### config.mk
export PLATFORM = sky130hd
export DESIGN_NAME = fp32_to_fp16_flat
export DESIGN_NICKNAME = d
export VERILOG_FILES = /design/src/rtl/fp32_to_fp16_if.sv /design/src/rtl/fp32_to_fp16.sv /design/src/flat_wrapper.sv
export SDC_FILE = /design/constraint.sdc
export NUM_CORES = 1
export LEC_CHECK = 0
export ABC_AREA = 1
export CORE_UTILIZATION = 35
export DETAILED_ROUTE_END_ITERATION = 12
export GPL_TIMING_DRIVEN = 0
export PLACE_DENSITY = 0.68
export SYNTH_ARGS = -nofsm -noshare
export SYNTH_HDL_FRONTEND = slang
export SYNTH_SLANG_ARGS = --single-unit
### constraint.sdc
create_clock -name clk -period 2.4 [get_ports clk]
set_input_delay 0.48 -clock clk [delete_from_list [all_inputs] [get_ports clk]]
set_output_delay 0.48 -clock clk [all_outputs]
set_load 0.01 [all_outputs]
### src/rtl/fp32_to_fp16_if.sv
// Stream bundle for the binary32 -> binary16 converter: input operand
// channel plus result channel carrying the per-result exception flags.
interface fp32_to_fp16_if;
    logic        in_valid;
    logic        in_ready;
    logic [31:0] in_data;
    logic        out_valid;
    logic        out_ready;
    logic [15:0] out_data;
    logic        out_overflow;
    logic        out_underflow;
    logic        out_inexact;

    modport slave (
        input  in_valid,
        input  in_data,
        input  out_ready,
        output in_ready,
        output out_valid,
        output out_data,
        output out_overflow,
        output out_underflow,
        output out_inexact
    );

    modport master (
        output in_valid,
        output in_data,
        output out_ready,
        input  in_ready,
        input  out_valid,
        input  out_data,
        input  out_overflow,
        input  out_underflow,
        input  out_inexact
    );
endinterface

### src/rtl/fp32_to_fp16.sv
// Two-stage IEEE-754 binary32 -> binary16 converter, round-to-nearest-even.
// Stage 1 classifies and aligns the operand; stage 2 rounds and packs.
module fp32_to_fp16 (
    input  logic             clk,
    input  logic             rst,
    fp32_to_fp16_if.slave    bus
);
    // Handshake: a word moves on a rising edge where valid && ready. A full
    // stage holds its contents (and out_* stay frozen) until it can hand off;
    // each stage advances when it is empty or the stage after it advances.
    logic        w_s1_adv;
    logic        w_s2_adv;

    logic        w_sign;
    logic [7:0]  w_exp;
    logic [22:0] w_mant;
    logic [3:0]  w_dshift;
    logic [34:0] w_align;
    logic [14:0] w_base;
    logic        w_guard;
    logic        w_sticky;
    logic        w_tiny;
    logic        w_ovf;
    logic        w_unf;
    logic        w_inx;

    logic        r1_valid;
    logic        r1_sign;
    logic [14:0] r1_base;
    logic        r1_guard;
    logic        r1_sticky;
    logic        r1_tiny;
    logic        r1_ovf;
    logic        r1_unf;
    logic        r1_inx;

    logic        w_round_up;
    logic [14:0] w_sum;
    logic        w_ovf2;
    logic        w_unf2;
    logic        w_inx2;

    logic        r2_valid;
    logic [15:0] r2_data;
    logic        r2_ovf;
    logic        r2_unf;
    logic        r2_inx;

    assign w_s2_adv = !r2_valid || bus.out_ready;
    assign w_s1_adv = !r1_valid || w_s2_adv;

    assign w_sign = bus.in_data[31];
    assign w_exp  = bus.in_data[30:23];
    assign w_mant = bus.in_data[22:0];

    // Subnormal results cover exp32 102..112; the fixed 14-bit part of the
    // right shift is folded into the slice below, leaving a 0..10 shift.
    assign w_dshift = 4'(8'd112 - w_exp);
    assign w_align  = {1'b1, w_mant, 11'b0} >> w_dshift;

    always_comb begin
        w_base   = 15'h0000;
        w_guard  = 1'b0;
        w_sticky = 1'b0;
        w_tiny   = 1'b0;
        w_ovf    = 1'b0;
        w_unf    = 1'b0;
        w_inx    = 1'b0;
        if (w_exp == 8'hFF) begin
            if (w_mant != 23'd0) begin
                w_base = {5'h1F, 1'b1, w_mant[21:13]};
            end else begin
                w_base = 15'h7C00;
            end
        end else if (w_exp == 8'h00) begin
            if (w_mant != 23'd0) begin
                w_unf = 1'b1;
                w_inx = 1'b1;
            end
        end else if (w_exp > 8'd142) begin
            w_base = 15'h7C00;
            w_ovf  = 1'b1;
            w_inx  = 1'b1;
        end else if (w_exp >= 8'd113) begin
            // Rebias by -112; modulo 32 that is exp[4:0] - 16.
            w_base   = {w_exp[4:0] - 5'd16, w_mant[22:13]};
            w_guard  = w_mant[12];
            w_sticky = |w_mant[11:0];
        end else if (w_exp >= 8'd102) begin
            w_base   = {5'd0, w_align[34:25]};
            w_guard  = w_align[24];
            w_sticky = |w_align[23:0];
            w_tiny   = 1'b1;
        end else begin
            w_unf = 1'b1;
            w_inx = 1'b1;
        end
    end

    always_ff @(posedge clk or posedge rst) begin
        if (rst) begin
            r1_valid  <= 1'b0;
            r1_sign   <= 1'b0;
            r1_base   <= 15'h0000;
            r1_guard  <= 1'b0;
            r1_sticky <= 1'b0;
            r1_tiny   <= 1'b0;
            r1_ovf    <= 1'b0;
            r1_unf    <= 1'b0;
            r1_inx    <= 1'b0;
        end else if (w_s1_adv) begin
            r1_valid <= bus.in_valid;
            if (bus.in_valid) begin
                r1_sign   <= w_sign;
                r1_base   <= w_base;
                r1_guard  <= w_guard;
                r1_sticky <= w_sticky;
                r1_tiny   <= w_tiny;
                r1_ovf    <= w_ovf;
                r1_unf    <= w_unf;
                r1_inx    <= w_inx;
            end
        end
    end

    // Adding the round bit across {exp, mant} lets a mantissa carry bump the
    // exponent: 30/0x3FF rolls to infinity, subnormal 0x3FF to min normal.
    assign w_round_up = r1_guard && (r1_sticky || r1_base[0]);
    assign w_sum      = r1_base + {14'd0, w_round_up};
    assign w_ovf2     = r1_ovf || (w_round_up && (&w_sum[14:10]));
    assign w_unf2     = r1_unf || (r1_tiny && (r1_guard || r1_sticky));
    assign w_inx2     = r1_inx || r1_guard || r1_sticky;

    always_ff @(posedge clk or posedge rst) begin
        if (rst) begin
            r2_valid <= 1'b0;
            r2_data  <= 16'h0000;
            r2_ovf   <= 1'b0;
            r2_unf   <= 1'b0;
            r2_inx   <= 1'b0;
        end else if (w_s2_adv) begin
            r2_valid <= r1_valid;
            if (r1_valid) begin
                r2_data <= {r1_sign, w_sum};
                r2_ovf  <= w_ovf2;
                r2_unf  <= w_unf2;
                r2_inx  <= w_inx2;
            end
        end
    end

    assign bus.in_ready      = w_s1_adv && !rst;
    assign bus.out_valid     = r2_valid;
    assign bus.out_data      = r2_data;
    assign bus.out_overflow  = r2_ovf;
    assign bus.out_underflow = r2_unf;
    assign bus.out_inexact   = r2_inx;
endmodule

### src/flat_wrapper.sv
// flat-port wrapper written by rule: the top's interface ports become plain ports
module fp32_to_fp16_flat 
  (clk, rst, bus_in_valid, bus_in_data, bus_out_ready, bus_in_ready, bus_out_valid, bus_out_data, bus_out_overflow, bus_out_underflow, bus_out_inexact);
  fp32_to_fp16_if bus_i ();
  input  logic clk;
  input  logic rst;
  input wire logic [$bits(bus_i.in_valid)-1:0] bus_in_valid;
  input wire logic [$bits(bus_i.in_data)-1:0] bus_in_data;
  input wire logic [$bits(bus_i.out_ready)-1:0] bus_out_ready;
  output wire logic [$bits(bus_i.in_ready)-1:0] bus_in_ready;
  output wire logic [$bits(bus_i.out_valid)-1:0] bus_out_valid;
  output wire logic [$bits(bus_i.out_data)-1:0] bus_out_data;
  output wire logic [$bits(bus_i.out_overflow)-1:0] bus_out_overflow;
  output wire logic [$bits(bus_i.out_underflow)-1:0] bus_out_underflow;
  output wire logic [$bits(bus_i.out_inexact)-1:0] bus_out_inexact;
  assign bus_i.in_valid = bus_in_valid;
  assign bus_i.in_data = bus_in_data;
  assign bus_i.out_ready = bus_out_ready;
  assign bus_in_ready = bus_i.in_ready;
  assign bus_out_valid = bus_i.out_valid;
  assign bus_out_data = bus_i.out_data;
  assign bus_out_overflow = bus_i.out_overflow;
  assign bus_out_underflow = bus_i.out_underflow;
  assign bus_out_inexact = bus_i.out_inexact;
  fp32_to_fp16 u_core (.clk(clk), .rst(rst), .bus(bus_i));
endmodule
# Yosys cells after proc, flatten, opt, wreduce, memory -nomap -nowiden

Cells that the tools add are included.
W data, S select, Z words.

Register bits: 43
Logic and storage cells: 77
Input bits: 36
Output and inout port bits: 21

Add/subtract/negate cells: 3
Reduce and logical (&&, ||, !) cells: 22
Eq/ne operators: 1
$lt $le $gt $ge: 3
Mux-type cells: 33
Shifts and indexed selects: 1

Operators by type and width:

| cell                  | count |
|---|---|
| $mux W15              | 4 |
| $shr A35 B4 Y35       | 1 |
| $mux W1               | 27 |
| $reduce_or A24 Y1     | 1 |
| $reduce_bool A23 Y1   | 1 |
| $mux W10              | 2 |
| $ge A8 B7 Y1 const B  | 2 |
| $add A15 B1 Y15       | 1 |
| $reduce_or A12 Y1     | 1 |
| $eq A8 B8 Y1 const B  | 1 |
| $gt A8 B8 Y1 const B  | 1 |
| $logic_not A8 Y1      | 1 |
| $logic_or A1 B1 Y1    | 8 |
| $reduce_and A5 Y1     | 1 |
| $sub A5 B5 Y5 const B | 1 |
| $logic_and A1 B1 Y1   | 4 |
| $reduce_and A2 Y1     | 2 |
| $sub A1 B4 Y4 const A | 1 |
| $logic_not A1 Y1      | 3 |

# Logic depth before layout (Yosys ltp)

Gate-level depths: netlist of the first run.

Depth after elaboration: 8
Gate-level depth with buffers: 18
Mapped depth without buffers: 16

# Worst setup path before layout of the first run

No wires, ideal clock.

Kind: input to register
From: input bus_in_data[23]
To: register u_core.r1_sticky
Buffers on the path: 2
Arrival: 2138 ps
Data required time: 2283 ps
Setup slack: 145 ps
Library setup time: 117 ps
Cell stages on the path: 17
Cells stage by stage: inv_2 buf_4 ha_1 ha_1 inv_1 clkbuf_1 nand2_1 nand2_1 nand2_1 nor2_1 nand2_1 nand2_1 nand3_1 nand2_1 nand2_1 nand2_1 nand2_1

Word-level cells in the longest chain between the ends: 8
Elaborated cells on any way between the ends: 13
Those cells by class: add/sub: 1; order compare: 3; eq/ne: 1; shift: 1; mux: 5; reduce/logical: 2

Ends and longest elaborated chain:

| element                | RTL line            | RTL |
|---|---|---|
| start: declaration     | flat_wrapper.sv:8   | `input wire logic [$bits(bus_i.in_data)-1:0] bus_in_data;` |
| $sub A1 B4 Y4          | fp32_to_fp16.sv:58  | `assign w_dshift = 4'(8'd112 - w_exp);` |
| $shr A35 B4 Y35        | fp32_to_fp16.sv:59  | `assign w_align = {1'b1, w_mant, 11'b0} >> w_dshift;` |
| $reduce_or A24 Y1      | fp32_to_fp16.sv:92  | `w_sticky = \|w_align[23:0];` |
| $mux W1                | fp32_to_fp16.sv:89  | `end else if (w_exp >= 8'd102) begin` |
| $mux W1                | fp32_to_fp16.sv:84  | `end else if (w_exp >= 8'd113) begin` |
| $mux W1                | fp32_to_fp16.sv:80  | `end else if (w_exp > 8'd142) begin` |
| $mux W1                | fp32_to_fp16.sv:75  | `end else if (w_exp == 8'h00) begin` |
| $mux W1 *              | fp32_to_fp16.sv:69  | `if (w_exp == 8'hFF) begin` |
| end signal: assignment | fp32_to_fp16.sv:117 | `r1_sticky <= w_sticky;` |
| end: declaration       | fp32_to_fp16.sv:31  | `logic r1_sticky;` |

Every way passes the cells marked *; elsewhere a longest branch is shown, timed or not.
A chain may end at the register's enable or synchronous reset.

# Worst setup path in the final report of the first run

From: input rst
To: output bus_in_ready

Word-level cells in the longest chain between the ends: 2

Ends and longest elaborated chain:

| element                    | RTL line            | RTL |
|---|---|---|
| start: declaration         | flat_wrapper.sv:6   | `input logic rst;` |
| $logic_not A1 Y1 (no line) | --                  |  |
| $logic_and A1 B1 Y1        | fp32_to_fp16.sv:152 | `assign bus.in_ready = w_s1_adv && !rst;` |
| end: declaration           | flat_wrapper.sv:10  | `output wire logic [$bits(bus_i.in_ready)-1:0] bus_in_ready;` |

No other way between the ends.

==> run metrics, run 1 <==
PwrDens about 590 nW/um2; largest net degree at the start of global routing 23; Leak roughly 2.2 nW; design area approximately 4300 um2; fmax 450 MHz; DP HPWL 7.36 mm; post-synthesis register bit count 43; Worst slew margin 65.7%; Buffers on Ports 56; VDD IR max between 0.0002 and 0.00025 V; crit-path max FO 22; Post-synth ARST share between 90% and 100%; max-cap viol count 0; die footprint roughly 10000 um2; post-route setup TNS 0 ps; DR vias 3639; initial antenna violation count 0; distinct cell type count of the synthesized netlist 35; DRC Markers 0; final setup violation count 0; 1st-iter DRT viols between 150 and 200; Rows 35; final max-slew violation count 0; Worst setup SP type input port; Synth area leader dfrtp_1; worst slew pin tran 510 ps; gr usage total a little under 20%; final hold viol count 0; Layout Cells excl Fill 735; total CTS buffers 5; Ports 57; clock skew about 2.3 ps; area of placed instances 4060 um2; Ys Warns 0; 1st-pass router iterations 4; Nets approximately 650; Syn Area/Cell between 6 and 7 um2; number of diodes 0; crit path cell chain dlygate4sd2_1 -> bufinv_16 -> nand2_1 -> inv_1 -> clkdlybuf4s50_1; Core Area just over 9000 um2; clk sink count between 40 and 50; starting density of the core 36.1%; max incr delay on CP about 530 ps; Clk pin slew, worst setup/hold paths about 70 ps; Post-Route WL between 9 and 10 mm; post-synth top area share between 30% and 40%; RSZ-0062 raised after global routing false; Final ANT Viol Nets 0; critical path class input port to primary output; routability cong. 0.913; post-synthesis cell count approximately 540; Post-CTS Hold Fix Bufs 0; Via-to-Cell Ratio between 4 and 5; crit path DAT 1740 ps; Vert. Die Dim between 90 and 100 um; slowest cell on the critical path clkdlybuf4s50_1; H-tree Lvls 2; CP Capture Type primary output; WP data required 1920 ps; P&R area growth vs syn 28.5%; width of the die 99.6 um; vias in the first global route about 3600; syn nets between 500 and 600; first-pass GRT wire length about 16 mm; Post-Place Cells 724; sequential-to-total area share from yosys stat 32.3%; worst-case clock buffer depth 2; layout cells sized above 1 under 10%; Clk Tree Root Cell clkbuf_8; status completed; HP Class input port to asynchronous set/reset pin; clk_lat worst skew between 200 and 300 ps; dominant synthesized flop cell dfrtp_1; TritonCTS clock tree yes; Post-Syn Area between 3000 and 4000 um2; DR WL/cell 12.7 um; Final Cycle Share 92.7%; top cells by area, synth dfrtp_1 (32%), nand2_1 (23%), nand3_1 (11%), inv_1 (6.3%), o21ai_0 (5.6%); Post-synth EDFFs 0; min cycle time layout around 2200 ps; grt ovf 0
## sequential cells by signal, summed over array words and instances, names as in the netlist
| name | cells |
|---|---|
| u_core.r1_valid | 1 |
| u_core.bus.out_overflow | 1 |
| u_core.bus.out_inexact | 1 |
| u_core.r1_unf | 1 |
| u_core.r1_guard | 1 |
| u_core.r1_tiny | 1 |
| u_core.bus.out_valid | 1 |
| u_core.r1_base | 15 |
| u_core.r1_inx | 1 |
| u_core.r1_sticky | 1 |
| u_core.bus.out_underflow | 1 |
| u_core.r1_sign | 1 |
| u_core.bus.out_data | 16 |
| u_core.r1_ovf | 1 |
## synth_stat cells (2+ instances only)
cell type  number
a21oi_1         3
inv_1          56
nand2_1       206
nor2_1         38
o21ai_0        37
clkbuf_1        8
o31ai_1         4
nand4_1         6
xnor2_1         3
nor2_2          2
buf_2           9
o211ai_1        2
o22ai_1         4
nand2_2         2
nand3_1        71
or2_2           2
dfrtp_1        43
ha_1            7
nor3_1          6
a31oi_1         4
o21ai_1         2
xor2_1          8
inv_2           4
## layout make-up
class | count | area, um2
fill | 989 | 4960
multi-input combinational | 418 | 1980
sequential | 43 | 1080
timing repair buffer | 58 | 577
inverter | 60 | 256
tap | 129 | 161
buffer | 18 | 123
clock buffer | 8 | 100
timing repair inverter | 1 | 8.76
## where the power goes
group	switching, mW	internal [mW]	total (mW)	leakage, nW
clock network	0.226	0.262	0.489	0.0515
registers	0.111	0.893	1.00	0.527
logic	0.547	0.478	1.03	1.61
total	0.885	1.63	2.52	2.19
## stage by stage
stage	hold WS (ps)	setup slack, ps	utilization, %	power [mW]
after floorplan	442	145	-	1.56
after global placement	460	-970	43.9	1.98
after detailed placement	468	-928	43.9	2.01
after CTS	368	3.56	45.8	2.52
after global routing	368	31.2	46.3	2.71
final	359	176	46.3	2.52
## metal layers
metal / part of all wire (%) / GRT usage, %
met1: 44 / 23.3
met4: 1.3 / 6.45
met5: 0 / 0
met3: 4.5 / 2.04
met2: 50 / 36.9
## worst max-delay path, delay by kind of cell
| kind | cells | cell delay (ps) |
|---|---|---|
| and+or+nand+nor | 1 | 60 |
| buffers and inverters | 4 | 1180 |
## placed cells by master (no fill, tap or decap), types with 3 or more instances in the layout
master / netlist / final
a21oi_1: 3 / 3
o31ai_1: 4 / 4
o21ai_0: 37 / 37
clkbuf_1: 8 / 6
xor2_1: 8 / 8
clkbuf_8: 0 / 8
a31oi_1: 4 / 4
nand2_1: 206 / 206
xnor2_1: 3 / 3
dfrtp_1: 43 / 43
nor2_1: 38 / 38
inv_1: 56 / 55
o22ai_1: 4 / 4
nand3_1: 71 / 71
buf_2: 9 / 6
buf_6: 0 / 4
nand4_1: 6 / 6
nor3_1: 6 / 5
clkdlybuf4s50_1: 0 / 52
ha_1: 7 / 5
## timing repair
action,CTS,global route
gates cloned,1,0
setup buffers,0,2
resized for setup,21,11
setup endpoints to repair,12,7
pin swaps,0,0
## kinds of logic after synthesis
kind of cell             Yosys count  share of synthesized area, %
AO/OA/AOI/OAI                     63                          10.9
adder cells (fa/ha/maj)            7                          2.63
buffers and inverters             78                          9.23
AND/OR/NAND/NOR                  337                          42.1
XOR/XNOR                          11                          2.89
flip-flops                        43                          32.3
## final timing paths
check	from	to	slack (ps)	depth (start not counted)
setup / recovery	rst	bus_in_ready	180	5
hold / removal	rst	u_core.bus.out_data[8]	360	2
setup reg to reg	u_core.r1_guard	u_core.bus.out_overflow	270	13
hold reg to reg	u_core.bus.out_data[0]	u_core.bus.out_data[0]	480	2
max in group asynchronous	rst	u_core.bus.out_inexact	1810	2
min in group clk	u_core.bus.out_data[0]	u_core.bus.out_data[0]	480	2
Note: power is estimated with default switching activity, not from simulation.
==> inputs of run 2 (changes only) <==
- CTS_CLUSTER_SIZE: not set -> 30
==> results of run 2 <==
Same layout as run 1: the final DEF is identical, and so are final timing and power.
